==> src/rtl/regfile_wb_arbiter.sv <==
// Single write-port arbiter for the 32x32 register file: pipeline writeback (A) has
// priority, the multi-cycle unit (B) is buffered and protected by a starvation counter.
module regfile_wb_arbiter #(
    parameter int STARVE_LIMIT = 4,
    parameter int DEPTH        = 2
) (
    input  logic        i_clk,
    input  logic        i_rst,
    input  logic        i_a_we,
    input  logic [4:0]  i_a_waddr,
    input  logic [31:0] i_a_wdata,
    input  logic        i_b_valid,
    input  logic [4:0]  i_b_waddr,
    input  logic [31:0] i_b_wdata,
    output logic        o_b_ready,
    output logic        o_stall,
    output logic        o_we,
    output logic [4:0]  o_waddr,
    output logic [31:0] o_wdata
);
    localparam int PW = $clog2(DEPTH);
    localparam int CW = $clog2(DEPTH + 1);
    localparam int SW = $clog2(STARVE_LIMIT + 1);

    logic [4:0]    fifo_addr [DEPTH];
    logic [31:0]   fifo_data [DEPTH];
    logic [PW-1:0] rd_ptr, wr_ptr;
    logic [CW-1:0] count;
    logic [SW-1:0] starve_cnt, starve_nxt;

    logic a_req, b_pend, force_b, push;
    logic grant_a, grant_b;

    assign a_req   = i_a_we && (i_a_waddr != 5'd0);
    assign b_pend  = (count != '0);
    assign force_b = b_pend && (starve_cnt == SW'(STARVE_LIMIT));

    // Both handshake outputs come from registered state only, so the pipeline can
    // act on them without a combinational path back through its own request.
    assign o_stall   = force_b && !i_rst;
    assign o_b_ready = (count != CW'(DEPTH)) && !i_rst;

    // Writes to r0 complete the handshake but never take a slot.
    assign push = i_b_valid && o_b_ready && (i_b_waddr != 5'd0);

    always_comb begin
        grant_a    = 1'b0;
        grant_b    = 1'b0;
        starve_nxt = '0;
        if (force_b) begin
            grant_b = 1'b1;
        end else if (a_req) begin
            grant_a    = 1'b1;
            starve_nxt = b_pend ? starve_cnt + 1'b1 : '0;
        end else if (b_pend) begin
            grant_b = 1'b1;
        end
    end

    always_ff @(posedge i_clk or posedge i_rst) begin
        if (i_rst) begin
            rd_ptr     <= '0;
            wr_ptr     <= '0;
            count      <= '0;
            starve_cnt <= '0;
            o_we       <= 1'b0;
            o_waddr    <= 5'd0;
            o_wdata    <= 32'd0;
        end else begin
            if (push)
                wr_ptr <= wr_ptr + 1'b1;
            if (grant_b)
                rd_ptr <= rd_ptr + 1'b1;
            if (push && !grant_b)
                count <= count + 1'b1;
            else if (!push && grant_b)
                count <= count - 1'b1;
            starve_cnt <= starve_nxt;
            o_we       <= grant_a || grant_b;
            if (grant_b) begin
                o_waddr <= fifo_addr[rd_ptr];
                o_wdata <= fifo_data[rd_ptr];
            end else if (grant_a) begin
                o_waddr <= i_a_waddr;
                o_wdata <= i_a_wdata;
            end
        end
    end

    // Storage needs no reset: count gates every read.
    always_ff @(posedge i_clk) begin
        if (push) begin
            fifo_addr[wr_ptr] <= i_b_waddr;
            fifo_data[wr_ptr] <= i_b_wdata;
        end
    end

endmodule

==> config.mk <==
export PLATFORM = sky130hd
export DESIGN_NAME = regfile_wb_arbiter
export DESIGN_NICKNAME = d
export VERILOG_FILES = /design/src/rtl/regfile_wb_arbiter.sv
export SDC_FILE = /design/constraint.sdc
export NUM_CORES = 1
export LEC_CHECK = 0
export CAP_MARGIN = 40
export CORE_MARGIN = 8
export CORE_UTILIZATION = 30
export CTS_CLUSTER_SIZE = 8
export DETAILED_ROUTE_END_ITERATION = 12
export PLACE_DENSITY = 0.53
export SYNTH_ARGS = -nofsm -noshare
export SYNTH_HDL_FRONTEND = slang
export SYNTH_SLANG_ARGS = --single-unit
==> constraint.sdc <==
create_clock -name i_clk -period 7.7 [get_ports i_clk]
set_input_delay 0.77 -clock i_clk [delete_from_list [all_inputs] [get_ports i_clk]]
set_output_delay 0.77 -clock i_clk [all_outputs]
set_load 0.01 [all_outputs]
==> metrics.cfg <==
[clock_tree]
cts-hold-fix-buffers=0
cts_sinks=119
cts_resized=0
clk_latency_ns=0.41
htree_levels=4
cts_setup_buffers=0
cts_made_buffers=17
clk_pin_slew_ns=0.06
clockBufferDepth=2
cts_tree=built
root_buffer=clkbuf_16

[floorplan]
core_um2=16300
initial_core_util_pct=30.3
fp.dieH_um=144
die_w_um=144
dieArea_um2=20900
io_pins=118
rows=47

[routing]
drt_iter0_markers=145
routed_wl_mm=12.2
vias=3304
drc=0
wl_per_cell_um=17.1
vias_per_cell=4.62
dr.pass1.iters=4
antenna_left=0

[synthesis]
synth_flop_cell=edfxtp_1
synth.avg_cell_area_um2=13.6
syn_inst=363
synth_nets=444
synth_cell_types=26
yosysWarnings=0
netlist.area_leader.share_pct=44.9
ys_seq_elements=119
ys_top_cells_by_area=edfxtp_1 (45%), dfrtp_1 (23%), mux2i_1 (7.7%), nor2_1 (5.7%), a211o_1 (5.7%)
synthTopCellsByCount=nor2_1 (75), edfxtp_1 (74), dfrtp_1 (45)
synth-edff-count=74
synthArstFlopShare_pct=37.8
synth_top_area_cell=edfxtp_1
yosysMostFrequentCell=nor2_1
synth_area_um2=4950
yosysSeqAreaShare_pct=67.7

[place]
place_hpwl_mm=8.04
place.gp.congestion=0.730
numPortBuffers=117
dpl_worst_slack_ns=4.58

[timing]
rsz0062_at_grt=no
period_needed_ns=3.07
tightest_slew_ns=0.810
relSlewSlack_pct=45.8
setup_slack_ns=4.63
fmax_mhz=326
fin_skew_ns=0.00535
min_period_over_period_pct=39.9
timing.setup.tns_ns=0
final-hold-violation-count=0
finalSetupViolCount=0
final_max_slew_viol_count=0

[worst_setup_path]
critPathMaxFanout=66
cp-end-kind=output port
cpPeakStageDelay_ns=0.55
arrival_ns=2.30
worstPathCellList=or2_2 -> buf_4 -> nand3_2 -> nor2_1 -> clkdlybuf4s50_1
crit_required_ns=6.93
crit_slowest_cell=clkdlybuf4s50_1
r2r_cells=8
crit_path_start_kind=flop
crit_type=flop to output port

[power_and_ir_drop]
peakVddDrop_mv=0.163
p_leak_nw=2.74
powerDensity_nw_per_um2=337

[final_layout]
n_antenna_cell=0
layout.nets=563
area_delta_synth_final_pct=41.0
nFillCells=1563
final_layout_size_suffix_gt1_share_pct=9.29

[global_routing]
antenna_found_initial=1
grt_max_degree=67
grt_first_pass_wirelength_mm=19.0
grt_pass1_vias=3509
grt.overflow.total=0
track_usage_pct=12.3

[run_status]
status=finished clean

[min_path]
whs_path_depth=1
hp-class=flop to flop

[run]
cap_violations=0

-- report_power, final --
group	total (mW)	internal, mW	switching (mW)
clock	0.774	0.489	0.285
sequential	0.897	0.817	0.0802
combinational	0.679	0.344	0.335
-- critical path, delay by kind of cell (launching register included) --
kind / cells / cell delay, ns
buffers and inverters: 2 / 1.04
flip-flops: 1 / 0.42
AND/OR/NAND/NOR: 3 / 0.41
-- cell type report --
cell class	count	area (um2)	share of cell area [%]
inverters	4	15.0	0.215
clock buffers	19	453	6.50
well taps	220	275	3.95
flip-flops and latches	119	3350	48.0
repair buffers	125	1280	18.4
multi-input cells	215	1470	21.1
clock inverters	13	130	1.87
-- cells by family after synthesis --
family | share of synthesized area (%)
adders and majority gates | 0.759
muxes | 7.69
xor gates and xnor gates | 0.886
DFF | 67.7
and+or+nand+nor | 7.54
AOI/OAI and AO/OA | 12.5
buffers and inverters | 2.91
-- flip-flops by register name, indices dropped and copies added (netlist names) --
signal and count:
rd_ptr 1, fifo_data 64, starve_cnt 3, wr_ptr 1
o_wdata 32, o_we 1, count 2, fifo_addr 10
o_waddr 5
-- layout by cell type, fill, tap and decap left out, drive strengths merged, types with 2 or more instances in the layout --
master	netlist	layout
o21a	2	2
buf	10	8
clkinvlp	0	5
a211o	32	32
and2	2	2
mux2i	38	38
a211oi	32	32
ha	3	3
xnor2	2	2
o221ai	5	5
bufinv	0	2
edfxtp	74	74
nand3	6	6
nor2	75	75
clkinv	0	6
clkbuf	15	19
dfrtp	45	45
or4	2	2
a21oi	6	6
inv	4	4
nand2	2	2
xor2	3	3
clkdlybuf4s50	0	117
-- metal layers --
| layer | GRT usage, % | part of all wire [%] | vias to the layer above |
|---|---|---|---|
| li1 | - | - | 1607 |
| met4 | 5.81 | 1.7 | 2 |
| met3 | 4.49 | 6.7 | 19 |
| met2 | 19.5 | 49 | 78 |
| met1 | 14.4 | 43 | 1598 |
| met5 | 0 | 0.11 | - |
-- through the flow --
stage | hold slack, ns | area, um2 | total power [mW] | instances | util [%]
3_3_place_gp | 0.454 | 6310 | 1.58 | 679 | 38.6
2_1_floorplan | 0.437 | 4950 | 1.31 | 363 | -
3_5_place_dp | 0.464 | 6390 | 1.60 | 683 | 39.1
6_report | 0.471 | 6970 | 2.35 | 715 | 42.7
4_1_cts | 0.471 | 6970 | 2.39 | 715 | 42.7
5_1_grt | 0.478 | 6970 | 2.49 | 715 | 42.7
-- path summary, 6_finish.rpt --
| path | startpoint | to | slack, ns |
|---|---|---|---|
| max | count[0] | o_stall | 4.63 |
| min | starve_cnt[0] | starve_cnt[0] | 0.47 |
| max reg2reg | count[0] | count[1] | 5.10 |
| min reg2reg | starve_cnt[0] | starve_cnt[0] | 0.47 |
| max in group asynchronous | i_rst | rd_ptr | 6.45 |
| min in group asynchronous | i_rst | o_wdata[30] | 0.74 |
No activity file was read; power rests on OpenSTA's default activity.
